`config.mk`:
```
export PLATFORM = sky130hd
export DESIGN_NAME = sram_arbiter_flat
export DESIGN_NICKNAME = d
export VERILOG_FILES = /design/src/rtl/sram_arbiter_if.sv /design/src/rtl/sram_arbiter.sv /design/src/flat_wrapper.sv
export SDC_FILE = /design/constraint.sdc
export NUM_CORES = 1
export LEC_CHECK = 0
export BUFFER_PORTS_ARGS = -buffer_cell sky130_fd_sc_hd__buf_2
export CAP_MARGIN = 20
export CELL_PAD_IN_SITES_DETAIL_PLACEMENT = 1
export CELL_PAD_IN_SITES_GLOBAL_PLACEMENT = 2
export CORE_UTILIZATION = 30
export DETAILED_ROUTE_END_ITERATION = 12
export GPL_TIMING_DRIVEN = 0
export PLACE_DENSITY_LB_ADDON = 0.1
export SLEW_MARGIN = 20
export SYNTH_ARGS = -nofsm -noshare
export SYNTH_HDL_FRONTEND = slang
export SYNTH_SLANG_ARGS = --single-unit
```
`constraint.sdc`:
```
create_clock -name clk -period 3.1 [get_ports clk]
set_clock_uncertainty 0.1 [all_clocks]
set_input_delay 0.62 -clock clk [delete_from_list [all_inputs] [get_ports clk]]
set_output_delay 0.62 -clock clk [all_outputs]
set_load 0.02 [all_outputs]
```
`src/rtl/sram_arbiter_if.sv`:
```
// sram_arbiter_if: request/response bundle around the SRAM arbiter.
//   m0_*  MEM-stage data port (read/write): rd_en, wr_en, address, wdata -> rdata, ready
//   m1_*  IF-stage instruction port (read-only): rd_en, address -> rdata, ready
//   ct_*  SRAM controller side: rd_en, wr_en, address, wdata -> rdata, ready
// Modport slave is the arbiter's view; master is the surrounding system (stages + controller).
interface sram_arbiter_if;
    logic        m0_rd_en;
    logic        m0_wr_en;
    logic [31:0] m0_address;
    logic [31:0] m0_wdata;
    logic [31:0] m0_rdata;
    logic        m0_ready;

    logic        m1_rd_en;
    logic [31:0] m1_address;
    logic [31:0] m1_rdata;
    logic        m1_ready;

    logic        ct_rd_en;
    logic        ct_wr_en;
    logic [31:0] ct_address;
    logic [31:0] ct_wdata;
    logic [31:0] ct_rdata;
    logic        ct_ready;

    modport slave (
        input  m0_rd_en, m0_wr_en, m0_address, m0_wdata,
        output m0_rdata, m0_ready,
        input  m1_rd_en, m1_address,
        output m1_rdata, m1_ready,
        output ct_rd_en, ct_wr_en, ct_address, ct_wdata,
        input  ct_rdata, ct_ready
    );

    modport master (
        output m0_rd_en, m0_wr_en, m0_address, m0_wdata,
        input  m0_rdata, m0_ready,
        output m1_rd_en, m1_address,
        input  m1_rdata, m1_ready,
        input  ct_rd_en, ct_wr_en, ct_address, ct_wdata,
        output ct_rdata, ct_ready
    );
endinterface

```
`src/rtl/sram_arbiter.sv`:
```
// sram_arbiter: shares one SRAM controller between the MEM-stage data port (port 0, read/write)
// and the IF-stage instruction port (port 1, read-only). The winning request is latched into
// registered ct_* outputs and held until the controller completes; the granted port then sees a
// one-cycle ready together with the controller read data.
// Ports:
//   clk  system clock, rising edge
//   rst  asynchronous active-low reset
//   bus  sram_arbiter_if.slave (m0_*, m1_* requester side; ct_* controller side)
// Parameters:
//   FAIR     0 = port 0 always wins ties, 1 = round-robin on ties
//   MIN_LAT  initial BUSY cycles during which ct_ready is ignored (1..7)
module sram_arbiter #(
    parameter bit          FAIR    = 1'b0,
    parameter int unsigned MIN_LAT = 1
) (
    input  logic          clk,
    input  logic          rst,
    sram_arbiter_if.slave bus
);

    localparam logic [2:0] MinLat = 3'(MIN_LAT);

    typedef enum logic [1:0] {StIdle, StBusy0, StBusy1, StRelease} state_e;

    state_e      state_q, state_d;
    logic [2:0]  cnt_q, cnt_d;
    logic        last_grant_q, last_grant_d;
    logic        ct_rd_en_q, ct_rd_en_d;
    logic        ct_wr_en_q, ct_wr_en_d;
    logic [31:0] ct_address_q, ct_address_d;
    logic [31:0] ct_wdata_q, ct_wdata_d;
    logic [31:0] rdata0_q, rdata0_d;
    logic [31:0] rdata1_q, rdata1_d;

    logic req0, req1, busy, done, done0, done1, grant1;

    always_comb begin
        req0   = bus.m0_rd_en | bus.m0_wr_en;
        req1   = bus.m1_rd_en;
        busy   = (state_q == StBusy0) || (state_q == StBusy1);
        // ct_ready is only trusted once the controller has had MIN_LAT cycles of stable inputs
        done   = busy && bus.ct_ready && (cnt_q >= MinLat);
        done0  = done && (state_q == StBusy0);
        done1  = done && (state_q == StBusy1);
        // Port 1 wins when alone, or on a round-robin tie when port 0 was served last
        grant1 = req1 && (!req0 || (FAIR && !last_grant_q));
    end

    always_comb begin
        state_d      = state_q;
        cnt_d        = cnt_q;
        last_grant_d = last_grant_q;
        ct_rd_en_d   = ct_rd_en_q;
        ct_wr_en_d   = ct_wr_en_q;
        ct_address_d = ct_address_q;
        ct_wdata_d   = ct_wdata_q;
        rdata0_d     = rdata0_q;
        rdata1_d     = rdata1_q;

        unique case (state_q)
            StIdle: begin
                if (req0 || req1) begin
                    cnt_d        = 3'd0;
                    last_grant_d = grant1;
                    if (grant1) begin
                        state_d      = StBusy1;
                        ct_rd_en_d   = 1'b1;
                        ct_wr_en_d   = 1'b0;
                        ct_address_d = bus.m1_address;
                        ct_wdata_d   = 32'd0;
                    end else begin
                        state_d      = StBusy0;
                        // Both enables high means a write
                        ct_rd_en_d   = bus.m0_rd_en & ~bus.m0_wr_en;
                        ct_wr_en_d   = bus.m0_wr_en;
                        ct_address_d = bus.m0_address;
                        ct_wdata_d   = bus.m0_wdata;
                    end
                end
            end
            StBusy0, StBusy1: begin
                if (done) begin
                    state_d    = StRelease;
                    ct_rd_en_d = 1'b0;
                    ct_wr_en_d = 1'b0;
                    if (done0 && ct_rd_en_q) begin
                        rdata0_d = bus.ct_rdata;
                    end
                    if (done1) begin
                        rdata1_d = bus.ct_rdata;
                    end
                end else begin
                    cnt_d = (cnt_q == 3'd7) ? cnt_q : cnt_q + 3'd1;
                end
            end
            StRelease: begin
                state_d = StIdle;
            end
            default: begin
                state_d = StIdle;
            end
        endcase
    end

    always_ff @(posedge clk or negedge rst) begin
        if (!rst) begin
            state_q      <= StIdle;
            cnt_q        <= 3'd0;
            last_grant_q <= 1'b1;
            ct_rd_en_q   <= 1'b0;
            ct_wr_en_q   <= 1'b0;
            ct_address_q <= 32'd0;
            ct_wdata_q   <= 32'd0;
            rdata0_q     <= 32'd0;
            rdata1_q     <= 32'd0;
        end else begin
            state_q      <= state_d;
            cnt_q        <= cnt_d;
            last_grant_q <= last_grant_d;
            ct_rd_en_q   <= ct_rd_en_d;
            ct_wr_en_q   <= ct_wr_en_d;
            ct_address_q <= ct_address_d;
            ct_wdata_q   <= ct_wdata_d;
            rdata0_q     <= rdata0_d;
            rdata1_q     <= rdata1_d;
        end
    end

    assign bus.ct_rd_en   = ct_rd_en_q;
    assign bus.ct_wr_en   = ct_wr_en_q;
    assign bus.ct_address = ct_address_q;
    assign bus.ct_wdata   = ct_wdata_q;

    // A port with no request never stalls; otherwise it is released only in its completion cycle
    assign bus.m0_ready = !req0 || done0;
    assign bus.m1_ready = !req1 || done1;
    assign bus.m0_rdata = done0 ? bus.ct_rdata : rdata0_q;
    assign bus.m1_rdata = done1 ? bus.ct_rdata : rdata1_q;

endmodule
```
`src/flat_wrapper.sv`:
```
// flat-port wrapper written by rule: the top's interface ports become plain ports
module sram_arbiter_flat 
#(
    parameter bit          FAIR    = 1'b0,
    parameter int unsigned MIN_LAT = 1
)
  (clk, rst, bus_m0_rd_en, bus_m0_wr_en, bus_m0_address, bus_m0_wdata, bus_m0_rdata, bus_m0_ready, bus_m1_rd_en, bus_m1_address, bus_m1_rdata, bus_m1_ready, bus_ct_rd_en, bus_ct_wr_en, bus_ct_address, bus_ct_wdata, bus_ct_rdata, bus_ct_ready);
  sram_arbiter_if bus_i ();
  input  logic clk;
  input  logic rst;
  input wire logic [$bits(bus_i.m0_rd_en)-1:0] bus_m0_rd_en;
  input wire logic [$bits(bus_i.m0_wr_en)-1:0] bus_m0_wr_en;
  input wire logic [$bits(bus_i.m0_address)-1:0] bus_m0_address;
  input wire logic [$bits(bus_i.m0_wdata)-1:0] bus_m0_wdata;
  output wire logic [$bits(bus_i.m0_rdata)-1:0] bus_m0_rdata;
  output wire logic [$bits(bus_i.m0_ready)-1:0] bus_m0_ready;
  input wire logic [$bits(bus_i.m1_rd_en)-1:0] bus_m1_rd_en;
  input wire logic [$bits(bus_i.m1_address)-1:0] bus_m1_address;
  output wire logic [$bits(bus_i.m1_rdata)-1:0] bus_m1_rdata;
  output wire logic [$bits(bus_i.m1_ready)-1:0] bus_m1_ready;
  output wire logic [$bits(bus_i.ct_rd_en)-1:0] bus_ct_rd_en;
  output wire logic [$bits(bus_i.ct_wr_en)-1:0] bus_ct_wr_en;
  output wire logic [$bits(bus_i.ct_address)-1:0] bus_ct_address;
  output wire logic [$bits(bus_i.ct_wdata)-1:0] bus_ct_wdata;
  input wire logic [$bits(bus_i.ct_rdata)-1:0] bus_ct_rdata;
  input wire logic [$bits(bus_i.ct_ready)-1:0] bus_ct_ready;
  assign bus_i.m0_rd_en = bus_m0_rd_en;
  assign bus_i.m0_wr_en = bus_m0_wr_en;
  assign bus_i.m0_address = bus_m0_address;
  assign bus_i.m0_wdata = bus_m0_wdata;
  assign bus_m0_rdata = bus_i.m0_rdata;
  assign bus_m0_ready = bus_i.m0_ready;
  assign bus_i.m1_rd_en = bus_m1_rd_en;
  assign bus_i.m1_address = bus_m1_address;
  assign bus_m1_rdata = bus_i.m1_rdata;
  assign bus_m1_ready = bus_i.m1_ready;
  assign bus_ct_rd_en = bus_i.ct_rd_en;
  assign bus_ct_wr_en = bus_i.ct_wr_en;
  assign bus_ct_address = bus_i.ct_address;
  assign bus_ct_wdata = bus_i.ct_wdata;
  assign bus_i.ct_rdata = bus_ct_rdata;
  assign bus_i.ct_ready = bus_ct_ready;
  sram_arbiter #(.FAIR(FAIR), .MIN_LAT(MIN_LAT)) u_core (.clk(clk), .rst(rst), .bus(bus_i));
endmodule
```
# After elaboration in Yosys (flattened, before gate mapping)
# Cells that the tools add are included.
dict set report totals {
  out_inout_bits 132
  reg_bits 135
}
dict set report classes {
  mux 19
  order_cmp 1
  n_eq_ne 8
  n_reduce_logical 21
  n_addsub 1
  bitwise 3
}
# cell n
set op_table {}
lappend op_table {{32-bit two-way mux} 4}
lappend op_table {{3-bit two-way mux} 3}
lappend op_table {{1-bit logical AND} 6}
lappend op_table {{2-bit two-way mux} 3}
lappend op_table {{2-bit case mux with 3 select lines} 1}
lappend op_table {{3-bit case mux with 2 select lines} 1}
lappend op_table {{2-bit AND reduction} 3}
lappend op_table {{3-bit AND reduction} 2}
lappend op_table {{1-bit two-way mux} 5}
lappend op_table {{2-bit == test (second input constant)} 2}
lappend op_table {{1-bit logical OR} 4}
lappend op_table {{2-bit by 1-bit inequality test with 1-bit output (second input constant)} 2}
lappend op_table {{2-bit inequality test (second input constant)} 2}
lappend op_table {{1-bit case mux with 2 select lines} 2}
lappend op_table {{4-bit AND reduction} 1}
lappend op_table {{3-bit by 1-bit adder with 3-bit output (second input constant)} 1}
lappend op_table {{3-bit == test (second input constant)} 1}
lappend op_table {{3-bit by 1-bit greater-or-equal comparator with 1-bit output (second input constant)} 1}
lappend op_table {{2-bit by 1-bit == test with 1-bit output (second input constant)} 1}
lappend op_table {{1-bit logical NOT} 2}
lappend op_table {{2-bit logical NOT} 1}
lappend op_table {{2-bit nonzero test} 1}
lappend op_table {{2-bit OR reduction} 1}
lappend op_table {{1-bit AND} 1}
lappend op_table {{2 further kinds} 2}

# Depth between registers and ports, before layout
dict set report logic_depth {
  depth_word 7
  mapped_depth 7
}

# Worst setup path before layout
# Ideal clock, no wire load.
dict set report synth_timing {
  path_kind {register -> output}
  startpoint {register u_core.state_q[1]}
  endpoint {output port bus_m1_rdata[0]}
  stages_incl_launch_ff 8
  n_path_buf 3
  slack_ns 0.614
  arrival_time_ns 1.766
  path_cell_list {dfrtp_1 inv_1 ha_1 clkbuf_1 nand3_1 buf_4 buf_4 mux2_2}
}
dict set report synth_between {
  elab_chain_len 6
  word_cells_on_any_way 7
  classes_between {eq/ne (2); mux (1); reduce/logical (4)}
}
# item line
set synth_rtl {}
lappend synth_rtl {{from (decl)} sram_arbiter.sv:25} ;# state_e state_q, state_d;
lappend synth_rtl {{from (signal assigned)} sram_arbiter.sv:107} ;# state_q <= StIdle;
lappend synth_rtl {{from (signal assigned)} sram_arbiter.sv:117} ;# state_q <= state_d;
lappend synth_rtl {{2-bit by 1-bit == test with 1-bit output / 2-bit == test (equally long branches)} {sram_arbiter.sv:40, sram_arbiter.sv:44}}
lappend synth_rtl {{1-bit logical OR} sram_arbiter.sv:40} ;# busy = (state_q == StBusy0) || (state_q == StBusy1);
lappend synth_rtl {{1-bit logical AND (2 in a row)} sram_arbiter.sv:42} ;# done = busy && bus.ct_ready && (cnt_q >= MinLat);
lappend synth_rtl {{1-bit logical AND *} sram_arbiter.sv:44} ;# done1 = done && (state_q == StBusy1);
lappend synth_rtl {{32-bit two-way mux *} sram_arbiter.sv:138} ;# assign bus.m1_rdata = done1 ? bus.ct_rdata : rdata1_q;
lappend synth_rtl {{to (decl)} flat_wrapper.sv:19} ;# output wire logic [$bits(bus_i.m1_rdata)-1:0] bus_m1_rdata;
# Every way passes the cells marked *; elsewhere a longest branch is shown, timed or not.

# Worst setup path after layout
dict set report layout_timing {
  startpoint {register u_core.cnt_q[1]}
  endpoint {output port bus_m1_rdata[19]}
}
dict set report layout_between {
  elab_chain_len 4
}
# item line
set layout_rtl {}
lappend layout_rtl {{from (decl)} sram_arbiter.sv:26} ;# logic [2:0] cnt_q, cnt_d;
lappend layout_rtl {{from (signal assigned)} sram_arbiter.sv:118} ;# cnt_q <= cnt_d;
lappend layout_rtl {{3-bit by 1-bit greater-or-equal comparator with 1-bit output} sram_arbiter.sv:42}
lappend layout_rtl {{1-bit logical AND} sram_arbiter.sv:42}
lappend layout_rtl {{1-bit logical AND} sram_arbiter.sv:44}
lappend layout_rtl {{32-bit two-way mux} sram_arbiter.sv:138}
# Every way passes these cells.

==> flow_metrics.env <==
export IMPL_min_period_over_period_pct=97.5
export IMPL_clock_sinks=135
export IMPL_hold_path_class="input pin to flop"
export IMPL_relSlewSlack_pct=39.3
export IMPL_max_cap_violations=0
export IMPL_die_area_um2=21600
export IMPL_clk_latency_ps=420
export IMPL_stdcell_area_um2=8930
export IMPL_vias_per_cell=4.71
export IMPL_area_delta_synth_final_pct=42.0
export IMPL_synth_main_ff_cell="dfrtp_1"
export IMPL_setup_tns_ps=0
export IMPL_drtPass1Iterations=4
export IMPL_grt_max_degree=86
export IMPL_gp_congestion=0.761
export IMPL_slowest_stage="dfrtp_2"
export IMPL_grt_overflow=0
export IMPL_crit_type="flop to output port"
export IMPL_cp_required_ps=2380
export IMPL_setup_viol=0
export IMPL_drt_iter0_drc=80
export IMPL_finalWirelength_um=19500
export IMPL_ys_warn_count=0
export IMPL_grt_use_total_pct=18.4
export IMPL_wire_per_inst_um=18.4
export IMPL_period_needed_ps=3020
export IMPL_critPathLaunchType="flop"
export IMPL_cpMostUsedCell="buf_4"
export IMPL_port_buffers=264
export IMPL_leakage_nw=4.51
export IMPL_vdd_ir_drop_worst_v=0.000384
export IMPL_synth_async_reset_ratio_pct=100
export IMPL_synth_area_leaders="dfrtp_1 54%, mux2_2 23%, mux2i_1 5.1%, a22o_1 4.5%, o21ai_0 3.0%"
export IMPL_die_height_um=147
export IMPL_slew_viol_final=0
export IMPL_ant_nets=0
export IMPL_synthCells=477
export IMPL_hold_violations=0
export IMPL_die_w_um=147
export IMPL_max_freq_mhz=331
export IMPL_synth_nets=618
export IMPL_arrival_ps=2300
export IMPL_clk_pin_slew_ps=60
export IMPL_worstPathMaxFanout=5
export IMPL_rows=52
export IMPL_pre_cts_ws_ps=-40.8
export IMPL_cts_buffers=17
export IMPL_synth_top_area_share_pct=53.7
export IMPL_h_tree_depth=4
export IMPL_synth_most_common_cell="dfrtp_1"
export IMPL_detailed_place_area_um2=7990
export IMPL_avgSynthCellArea_um2=13.2
export IMPL_dpl_hpwl_um=14100
export IMPL_path_delay_family="buffers and inverters"
export IMPL_synth_top_cell_by_area="dfrtp_1"
export IMPL_drive_gt1_share_pct=59.7
export IMPL_drc_errors=0
export IMPL_antenna_found_initial=2
export IMPL_nets=916
export IMPL_p_per_area_nw_per_um2=1070
export IMPL_syn_area_um2=6290
export IMPL_critPathMaxStageDelay_ps=400
export IMPL_grt_pass1_wl_um=30300
export IMPL_worst_pin_slew_ps=898
export IMPL_cp_end_kind="output port"
export IMPL_power_mw=9.57
export IMPL_design_core_area_um2=20400
export IMPL_root_buffer="clkbuf_16"
export IMPL_timing_hold_ws_ps=313
export IMPL_crit_buf_inv=4
export IMPL_ys_ff_latch=135
export IMPL_yosys_top_cells_count="135 x dfrtp_1, 126 x mux2_2, 38 x o21ai_0, 37 x nand2_1"
export IMPL_cts_tree="done"
export IMPL_synth_edf_count=0
export IMPL_grt_pass1_vias=5515
export IMPL_ys_seq_area_share_pct=53.7
export IMPL_ys_types=33
export IMPL_outcome="completed"
export IMPL_io_pins=266
export IMPL_num_vias=4986
export IMPL_clock_path_buffers=2
export IMPL_crit_chain="buf_4, o31a_1, nand3_4, clkbuf_16, buf_12, mux2_2, buf_4"
export IMPL_setup_ws_ps=79.0
export IMPL_start_util_pct=30.8
-- timing repair --
item | 4_1_cts | 5_1_grt
setup endpoints to repair | 66 | 56
hold buffers | 1 | 0
resized for setup | 20 | 30
cloned | 0 | 4
pin swaps | 2 | 2
endpoints found under the hold margin | 1 | 0
buffers inserted | 5 | 5
-- metal layers --
layer  wire length [um]  GRT usage [%]  up-vias
met4                422           7.71        2
met2               9470           30.4      191
li1                   -              -     2341
met1               8040           21.7     2423
met5                 13              0        -
met3               1520           6.21       29
-- placed cells by master (no fill, tap or decap), drive strengths merged, types with 2 or more instances in the layout --
master | synthesis | routed
a22o | 32 | 32
buf | 21 | 296
bufinv | 0 | 2
clkbuf | 11 | 31
clkinv | 0 | 4
clkinvlp | 0 | 5
dfrtp | 135 | 135
ha | 7 | 7
inv | 7 | 10
mux2 | 128 | 128
mux2i | 32 | 32
nand2 | 37 | 37
nand3 | 3 | 3
nor2 | 4 | 4
o211ai | 5 | 5
o21ai | 40 | 40
o31ai | 2 | 2
-- cells by family (layout without fill, tap and decap cells) --
kind of cell	after synthesis	count (layout)	share of synthesized area [%]
muxes	160	160	28.1
DFF	135	135	53.7
AOI/OAI and AO/OA	87	87	9.82
and+or+nand+nor	49	49	3.38
buffers and inverters	39	349	3.60
adders and majority gates	7	7	1.39
other	0	1	0
-- where the power goes --
part	total (mW)	internal [mW]	switching, mW
clock	1.99	1.18	0.808
sequential	2.99	2.58	0.414
combinational	4.59	1.97	2.61
total	9.57	5.74	3.83
-- state kept, by name, summed over array words and instances, names as in the netlist --
| name | count |
|---|---|
| u_core.bus.ct_wr_en | 1 |
| u_core.bus.ct_wdata | 32 |
| u_core.rdata1_q | 32 |
| u_core.state_q | 2 |
| u_core.bus.ct_address | 32 |
| u_core.bus.ct_rd_en | 1 |
| u_core.cnt_q | 3 |
| u_core.rdata0_q | 32 |
-- worst register-to-register path, delay by kind of cell (launching register included) --
kind | cells | cell delay (ps)
adders and majority gates | 1 | 380
buffers and inverters | 3 | 570
muxes | 1 | 360
and+or+nand+nor | 1 | 530
DFF | 1 | 400
-- final timing paths --
| kind | from | endpoint | slack, ps | cells past startpoint |
|---|---|---|---|---|
| worst max-delay path | u_core.cnt_q[1] | bus_m1_rdata[19] | 80 | 7 |
| worst min-delay path | bus_m0_wdata[6] | u_core.bus.ct_wdata[6] | 310 | 2 |
| worst max register to register | u_core.state_q[1] | u_core.rdata0_q[24] | 660 | 6 |
| worst min register to register | u_core.bus.ct_address[17] | u_core.bus.ct_address[17] | 370 | 2 |
| max in group asynchronous | rst | u_core.bus.ct_address[18] | 1520 | 3 |
| min in group asynchronous | rst | u_core.rdata0_q[27] | 580 | 2 |
-- cell type report --
cell class / count / area, um^2
Clock buffer: 17 / 425
Fill cell: 2249 / 11500
Inverter: 7 / 26.3
Clock inverter: 14 / 151
Timing Repair Buffer: 280 / 1610
Tap cell: 270 / 338
Antenna cell: 1 / 2.50
Sequential cell: 135 / 3380
Multi-Input combinational cell: 303 / 2730
Buffer: 31 / 273
-- through the flow --
step | utilization (%) | std cells
2_1_floorplan | - | 477
3_3_place_gp | 38.9 | 1011
3_5_place_dp | 39.1 | 1012
4_1_cts | 42.5 | 1048
5_1_grt | 43.7 | 1058
6_report | 43.7 | 1058
Power figures use the tool's default switching activity.
